File: config.mk
export PLATFORM = sky130hd
export DESIGN_NAME = instr_sequencer
export DESIGN_NICKNAME = d
export VERILOG_FILES = /design/src/rtl/instr_sequencer.sv
export SDC_FILE = /design/constraint.sdc
export NUM_CORES = 1
export LEC_CHECK = 0
export BUFFER_PORTS_ARGS = -buffer_cell sky130_fd_sc_hd__buf_2
export CORE_MARGIN = 2
export CORE_UTILIZATION = 30
export CTS_BUF_LIST = sky130_fd_sc_hd__clkbuf_4 sky130_fd_sc_hd__clkbuf_8 sky130_fd_sc_hd__clkbuf_16
export CTS_CLUSTER_SIZE = 40
export DETAILED_ROUTE_END_ITERATION = 12
export PLACE_DENSITY = 0.56
export SLEW_MARGIN = 20
export SYNTH_ARGS = -nofsm -noshare
export SYNTH_HDL_FRONTEND = slang
export SYNTH_SLANG_ARGS = --single-unit
File: constraint.sdc
create_clock -name clk -period 2.96 [get_ports clk]
set_clock_uncertainty 0.15 [all_clocks]
set_input_delay 0.444 -clock clk [delete_from_list [all_inputs] [get_ports clk]]
set_output_delay 0.444 -clock clk [all_outputs]
set_load 0.005 [all_outputs]
File: src/rtl/instr_sequencer.sv
// Program-driven instruction issuer: plays a loaded program onto the core's
// instruction bus and captures result/flags after a fixed pipeline latency.
module instr_sequencer #(
  parameter  int PROG_DEPTH = 16,
  parameter  int LATENCY    = 2,
  localparam int AW         = $clog2(PROG_DEPTH),
  localparam int CW         = (LATENCY > 1) ? $clog2(LATENCY) : 1
) (
  input  logic          clk,
  input  logic          rst,
  input  logic          start,
  input  logic          load_en,
  input  logic [AW-1:0] load_addr,
  input  logic [7:0]    load_data,
  input  logic [AW:0]   prog_len,
  output logic [7:0]    instr,
  input  logic [7:0]    result,
  input  logic          zero_flag,
  input  logic          carry_flag,
  input  logic          overflow_flag,
  output logic          res_valid,
  output logic [7:0]    res_data,
  output logic [2:0]    res_flags,
  output logic [AW-1:0] res_index,
  output logic          busy,
  output logic          done
);

  typedef enum logic [1:0] {
    S_IDLE,
    S_RUN,
    S_FINISH
  } state_t;

  localparam logic [AW:0]   DEPTH    = (AW+1)'(PROG_DEPTH);
  localparam logic [CW-1:0] CNT_INIT = CW'(LATENCY-1);

  logic [7:0]    r_mem [PROG_DEPTH];

  state_t        r_state, w_state;
  logic [AW-1:0] r_pc, w_pc;
  logic [CW-1:0] r_cnt, w_cnt;
  logic [AW:0]   r_len, w_len;
  logic          r_end, w_end;
  logic [7:0]    r_instr, w_instr;
  logic          r_res_valid, w_res_valid;
  logic [7:0]    r_res_data, w_res_data;
  logic [2:0]    r_res_flags, w_res_flags;
  logic [AW-1:0] r_res_index, w_res_index;

  logic [AW:0]   w_nxt;
  logic [AW:0]   w_clamp;
  logic [7:0]    w_first;
  logic [7:0]    w_nxt_word;
  logic          w_stop;

  assign w_nxt      = {1'b0, r_pc} + 1'b1;
  assign w_clamp    = (prog_len > DEPTH) ? DEPTH : prog_len;
  assign w_first    = r_mem[0];
  assign w_nxt_word = r_mem[w_nxt[AW-1:0]];
  assign w_stop     = (w_nxt == r_len) || (w_nxt_word[7:4] == 4'hF);

  always_ff @(posedge clk) begin
    if (r_state == S_IDLE && load_en)
      r_mem[load_addr] <= load_data;
  end

  always_comb begin
    w_state     = r_state;
    w_pc        = r_pc;
    w_cnt       = r_cnt;
    w_len       = r_len;
    w_end       = 1'b0;
    w_instr     = r_instr;
    w_res_valid = 1'b0;
    w_res_data  = r_res_data;
    w_res_flags = r_res_flags;
    w_res_index = r_res_index;
    unique case (r_state)
      S_IDLE: begin
        if (start && !load_en) begin
          w_pc  = '0;
          w_len = w_clamp;
          if (w_clamp == '0 || w_first[7:4] == 4'hF) begin
            w_state = S_FINISH;
          end else begin
            w_instr = w_first;
            w_cnt   = CNT_INIT;
            w_state = S_RUN;
          end
        end
      end
      S_RUN: begin
        // last record gets its own cycle before done is raised
        if (r_end) begin
          w_state = S_FINISH;
        end else if (r_cnt != '0) begin
          w_cnt = r_cnt - 1'b1;
        end else begin
          w_res_valid = 1'b1;
          w_res_data  = result;
          w_res_flags = {overflow_flag, carry_flag, zero_flag};
          w_res_index = r_pc;
          if (w_stop) begin
            w_instr = 8'h00;
            w_end   = 1'b1;
          end else begin
            w_pc    = w_nxt[AW-1:0];
            w_instr = w_nxt_word;
            w_cnt   = CNT_INIT;
          end
        end
      end
      S_FINISH: w_state = S_IDLE;
      default:  w_state = S_IDLE;
    endcase
  end

  always_ff @(posedge clk or posedge rst) begin
    if (rst) begin
      r_state     <= S_IDLE;
      r_pc        <= '0;
      r_cnt       <= '0;
      r_len       <= '0;
      r_end       <= 1'b0;
      r_instr     <= 8'h00;
      r_res_valid <= 1'b0;
      r_res_data  <= 8'h00;
      r_res_flags <= 3'b000;
      r_res_index <= '0;
    end else begin
      r_state     <= w_state;
      r_pc        <= w_pc;
      r_cnt       <= w_cnt;
      r_len       <= w_len;
      r_end       <= w_end;
      r_instr     <= w_instr;
      r_res_valid <= w_res_valid;
      r_res_data  <= w_res_data;
      r_res_flags <= w_res_flags;
      r_res_index <= w_res_index;
    end
  end

  assign instr     = r_instr;
  assign res_valid = r_res_valid;
  assign res_data  = r_res_data;
  assign res_flags = r_res_flags;
  assign res_index = r_res_index;
  assign busy      = (r_state != S_IDLE);
  assign done      = (r_state == S_FINISH);

endmodule

==> impl_metrics.json, run 1 <==
{
  "status": "complete, no violations",
  "cts_tree": "yes",
  "io_pins": 58,
  "busiest_layer": "met2",
  "nets": 559,
  "clk_pin_slew_worst_paths_ps": 60,
  "final_cells": 818,
  "synth_top_area_frac": 0.574,
  "ys_warn_count": 0,
  "worstHoldPathType": "in2reg",
  "hold_start": "result[1]",
  "mappedNetlistArea_sq_mm": 0.00669,
  "vias_per_cell": 4.73,
  "drtIter0Drc": 349,
  "wirelength_um": 14800,
  "r2r_start": "r_pc[0]",
  "rsz0062_at_grt": "no",
  "critPathLaunch": "r_pc[0]",
  "dp.cells": 786,
  "ant_nets": 0,
  "synth.most_common_cell": "edfxtp_1",
  "critPathKind": "reg2reg",
  "synth.yosys.seq_area_share": 0.713,
  "tns_ps": 0,
  "ys_ff_latch": 165,
  "drive_gt1_frac": 0.292,
  "synthSimpleGateAreaFrac": 0.108,
  "start_util": 0.306,
  "die_h_um": 153,
  "grt_usage": 0.130,
  "fillCellCount": 2065,
  "synth-xor-area-share": 0.0101,
  "ys_types": 40,
  "setup_viol": 0,
  "synth_edf_count": 128,
  "path_buf_inv": 3,
  "period_needed_ps": 2800,
  "dp_hpwl_um": 10300,
  "p_total_mw": 8.13,
  "synth_fa_ha_area_frac": 0.00187,
  "cp.required_ps": 3140,
  "drv_cap": 0,
  "post_cts_buffers": 0,
  "clock_path_buffers": 2,
  "worst_path_most_repeated_cell": "buf_4",
  "synthesis.nets": 469,
  "wl_per_cell_um": 18.1,
  "num_vias": 3871,
  "muxShareOfSynthArea": 0.114,
  "synth_area_per_cell_sq_um": 15.4,
  "synth_top_cells_by_count": "128 x edfxtp_1, 100 x nand2_1, 37 x dfrtp_1",
  "cp_slowest_cell": "ha_2",
  "layout_setup_ws_ps": 165,
  "synth_compound_area_frac": 0.0348,
  "core_area_sq_mm": 0.0219,
  "fin_hold_ws_ps": 53.8,
  "syn2layout_area_growth_pct": 20.5,
  "numCtsBuffers": 17,
  "start_kind": "flip-flop",
  "leakage_nw": 3.04,
  "met3_usage": 0.0394,
  "grt_pass1_vias": 4022,
  "place_ws_ps": 127,
  "grt_max_degree": 38,
  "stdcell_area_sq_mm": 0.00807,
  "use_met1": 0.171,
  "path_delay_family": "compound AO/OA/AOI/OAI gates",
  "hold_viol": 0,
  "arrival_ps": 2980,
  "fmax_mhz": 358,
  "grtUsageMet2": 0.210,
  "h-tree-depth": 4,
  "endpoint_kind": "flip-flop",
  "grt_pass1_wl_um": 23300,
  "max-slew-margin-rel": 0.414,
  "worstPathCellList": "ha_2 -> buf_4 -> inv_1 -> nor2_1 -> a221oi_1 -> a32o_1 -> a41oi_2 -> buf_4 -> nand3_1 -> a31oi_1",
  "finalCritPeriodShare": 0.944,
  "cts_sinks": 165,
  "row_count": 54,
  "power.density_mw_per_mm2": 1010,
  "yosys-top-cells-area": "edfxtp_1 57%, dfrtp_1 14%, mux4_2 9.4%, nand2_1 5.6%, mux2i_1 1.8%",
  "remaining_drc_errors": 0,
  "portBuffers": 57,
  "postSynthCellCount": 436,
  "synthArstFlopShare": 0.224,
  "routabilityCongestion": 0.771,
  "worstMarginPinSlew_ps": 879,
  "diodes": 0,
  "root_buffer": "clkbuf_16",
  "antenna_found_initial": 1,
  "die_w_um": 153,
  "yosysTopAreaCell": "edfxtp_1",
  "drv_slew": 0,
  "die-area_sq_mm": 0.0235,
  "slowest_delay_ps": 430,
  "crit_fanout": 11,
  "dpl_cell_area_sq_mm": 0.00748,
  "peakVddDrop_uv": 466,
  "overflow": 0,
  "fin_util": 0.369,
  "synthFlopType": "edfxtp_1",
  "first_pass_iters": 5,
  "clk_latency_ps": 430,
  "synth_top_family_by_area": "multiplexers"
}
-- sequential cells by signal, summed over array words and instances (netlist names) --
register and count:
res_valid 1, r_mem 128, r_pc 4, r_len 5, r_cnt 1, r_state 2, res_flags 3, r_end 1
instr 8, res_index 4, res_data 8
-- worst paths after layout --
| kind | to | slack (ps) | cells after the start |
|---|---|---|---|
| setup / recovery | instr[1] | 160 | 10 |
| hold / removal | res_data[1] | 50 | 3 |
| setup reg to reg | instr[1] | 160 | 10 |
| hold reg to reg | res_data[6] | 320 | 2 |
| max in group asynchronous | r_pc[0] | 1770 | 4 |
| min in group asynchronous | instr[2] | 520 | 4 |
-- placed cells by master (no fill, tap or decap), types with 2 or more instances in the layout --
cell type   Yosys  final
edfxtp_1      128    128
nand2_1       100    100
buf_2           9     57
dfrtp_1        37     36
buf_4           1     31
mux4_2         28     28
nor2_1         25     25
nand3_1        18     18
clkbuf_16       0     17
mux2i_1        12     12
nand2b_1        7      7
o21ai_0         7      7
inv_1           6      6
nor3_1          5      5
clkinvlp_4      0      5
a221oi_1        4      4
a31oi_1         4      4
a31o_1          4      4
xnor2_1         3      3
nor2b_1         3      3
a32o_1          3      3
clkinv_2        0      3
nand4_1         2      2
or3_1           2      2
xor2_2          2      2
bufinv_16       0      2
-- area by class of cell --
cell class,count,area (sq um),area share
sequential,165,4770,0.591
multi-input combinational,245,1800,0.223
timing repair buffer,91,559,0.0693
clock buffer,18,433,0.0537
tap,280,350,0.0434
clock inverter,13,134,0.0166
inverter,6,22.5,0.00279
-- routing by layer --
metal  part of all wire  wire length [um]
met1               0.45              6640
met2               0.48              7110
met3              0.062               910
met4             0.0067                99
met5            0.00074                11
-- cells by family (layout without fill, tap and decap cells) --
family,after synthesis,count (layout)
buf+inv,26,128
xor+xnor,6,6
simple gates,168,168
fa+ha+maj,1,1
mux,41,41
flops,165,165
compound gates,29,29
-- where the power goes --
part / internal [mW] / total (mW) / switching, mW
sequential: 2.78 / 2.94 / 0.160
clock: 1.24 / 2.12 / 0.880
combinational: 1.39 / 3.06 / 1.68
total: 5.41 / 8.13 / 2.72
-- worst register-to-register path, cell delays in order, from the launching register on --
cell      delay (ps)
dfrtp_2          410
ha_2             430
buf_4            220
inv_1             70
nor2_1           210
a221oi_1         150
a32o_1           330
a41oi_2          230
buf_4            210
nand3_1          100
a31oi_1          210
-- repair_timing --
item | 4_1_cts | 5_1_grt
endpoints found under the setup margin | 0 | 6
gates resized for setup | 0 | 2
hold buffers | 1 | 0
hold endpoints to repair | 37 | 0
Note: power is estimated with default switching activity, not from simulation.
==> run 2, diff against run 1 <==
- CELL_PAD_IN_SITES_DETAIL_PLACEMENT: default -> 0
- CELL_PAD_IN_SITES_GLOBAL_PLACEMENT: default -> 2
- CORE_MARGIN: 2 -> 5
- PLACE_DENSITY: 0.56 -> 0.7
==> run 2 against run 1 <==
Against the previous run:
- setup slack better by 20 ps
- non-clock buffer count rose by 1
- critical path type unchanged
- wire length grew 2.1%
- power is 1.5% higher
- first-iteration DRC count decreased by 5.2%
- utilization is 0.22 points higher
- final area rose by 0.59%
- register-to-register slack better by 20 ps
- sequential share of layout area down 0.35 points
- combinational power about the same
- final cell count grew 0.24%
==> impl_metrics.json, run 2 (synthesized netlist as in run 1, its figures left out) <==
{
  "status": "complete, no violations",
  "wirelength_um": 15100,
  "top_register": "r_mem",
  "finalCritPeriodShare": 0.938,
  "ant_nets": 0,
  "critPathKind": "reg2reg",
  "portBuffers": 57,
  "drv_cap": 0,
  "cts_tree": "yes",
  "largest_reg_flops": 128,
  "wl_met3_um": 888,
  "dp.cells": 787,
  "p_seq_frac": 0.356,
  "overflow": 0,
  "cp.required_ps": 3130,
  "post_cts_buffers": 0,
  "hold_viol": 0,
  "endpoint_kind": "flip-flop",
  "drv_slew": 0,
  "r2r_slack_ps": 180,
  "grt_pass1_vias": 4138,
  "first_pass_iters": 4,
  "grt_usage": 0.122,
  "setup_viol": 0,
  "worstHoldPathType": "in2reg",
  "pwr-share-clk": 0.270,
  "slowest_delay_ps": 410,
  "grt_max_degree": 34,
  "path_delay_family": "compound AO/OA/AOI/OAI gates",
  "arrival_ps": 2940,
  "clk_latency_ps": 430,
  "period_needed_ps": 2780,
  "syn2layout_area_growth_pct": 21.3,
  "wl_per_cell_um": 18.4,
  "start_util": 0.306,
  "leakage_nw": 3.07,
  "route.met2.wl_um": 6940,
  "p_int_mw": 5.34,
  "drtIter0Drc": 331,
  "grt_pass1_wl_um": 23800,
  "drive_gt1_frac": 0.298,
  "highest_layer": "met4",
  "die_w_um": 159,
  "h-tree-depth": 4,
  "numCtsBuffers": 17,
  "routabilityCongestion": 0.819,
  "root_buffer": "clkbuf_16",
  "peakVddDrop_uv": 360,
  "swShare": 0.353,
  "fmax_mhz": 360,
  "power.density_mw_per_mm2": 1020,
  "num_vias": 3902,
  "clk_pin_slew_worst_paths_ps": 80,
  "remaining_drc_errors": 0,
  "crit_fanout": 11,
  "core_area_sq_mm": 0.0219,
  "cp_slowest_cell": "dfrtp_2",
  "clock_path_buffers": 2,
  "path_buf_inv": 2,
  "row_count": 54,
  "rsz0062_at_grt": "no",
  "nets": 560,
  "final_cell_mix": "128 x edfxtp_1, 100 x nand2_1, 57 x buf_2",
  "antenna_found_initial": 0,
  "switching_power_mw": 2.91,
  "worstMarginPinSlew_ps": 904,
  "cts_sinks": 165,
  "final_cells": 820,
  "die_h_um": 159,
  "io_pins": 58,
  "dp_hpwl_um": 11000,
  "max-slew-margin-rel": 0.397,
  "worstPathCellList": "ha_2 -> xor2_2 -> buf_4 -> mux2i_1 -> a221oi_1 -> a32o_1 -> a41oi_2 -> buf_4 -> nand3_1 -> mux2i_1",
  "drt-met1-wl_um": 7040,
  "layout_commonest_cell": "edfxtp_1",
  "start_kind": "flip-flop",
  "tns_ps": 0,
  "p_comb_frac": 0.373,
  "diodes": 0,
  "vias_per_cell": 4.76,
  "die-area_sq_mm": 0.0254
}
run 2: cell count changes in the layout (fill, tap and decap cells not counted), moves of 2 or more:
cell        previous run  this run
inv_8                  0         4
buf_4                 31        33
inv_6                  1         3
clkinv_2               3         0
clkinv_8               0         6
clkinvlp_4             5         0
bufinv_16              2         0
run 2: final cells by class:
cell class	count	area [sq um]
clock buffer	17	425
timing repair buffer	92	554
clock inverter	15	194
inverter	6	22.5
tap	280	350
multi-input combinational	245	1800
sequential	165	4770
fill	2052	13800
run 2: worst paths after layout:
path / start / end / cells past startpoint
setup / recovery: r_pc[0] / r_pc[2] / 10
hold / removal: result[2] / res_data[2] / 3
setup reg to reg: r_pc[0] / r_pc[2] / 10
hold reg to reg: res_index[1] / res_index[1] / 2
max in group asynchronous: rst / instr[4] / 4
min in group asynchronous: rst / res_valid / 3
run 2: power groups by stage:
stage	clock network [mW]	logic, mW	registers [mW]
floorplan	0	2.16	2.98
global placement	0	3.10	2.98
detailed placement	0	3.11	2.99
CTS	2.27	3.12	2.94
global route	2.39	3.41	2.98
finish	2.23	3.08	2.94
run 2: repair_timing:
action,4_1_cts,5_1_grt
hold endpoints to repair,0,25
endpoints found under the setup margin,0,4
resized for setup,0,2
hold buffers,0,1
run 2: worst register-to-register path, cell delays in order, from the launching register on:
cell	delay (ps)
dfrtp_2	410
ha_2	210
xor2_2	140
buf_4	220
mux2i_1	370
a221oi_1	150
a32o_1	330
a41oi_2	220
buf_4	210
nand3_1	110
mux2i_1	150
run 2: stage by stage:
stage	worst slack (ps)	cell area, sq um	power (mW)	hold WS, ps	utilization
finish	185	8120	8.25	43.9	0.371
global route	53.5	8120	8.78	34.6	0.371
CTS	127	8100	8.34	30.1	0.370
detailed placement	139	7480	6.10	310	0.342
global placement	203	7480	6.09	302	0.342
floorplan	207	6690	5.13	319	-
run 2: layer usage:
metal,track usage,vias up
met1,0.167,1971
li1,-,1814
met2,0.186,99
met4,0.0396,0
met3,0.0357,18
met5,0,-
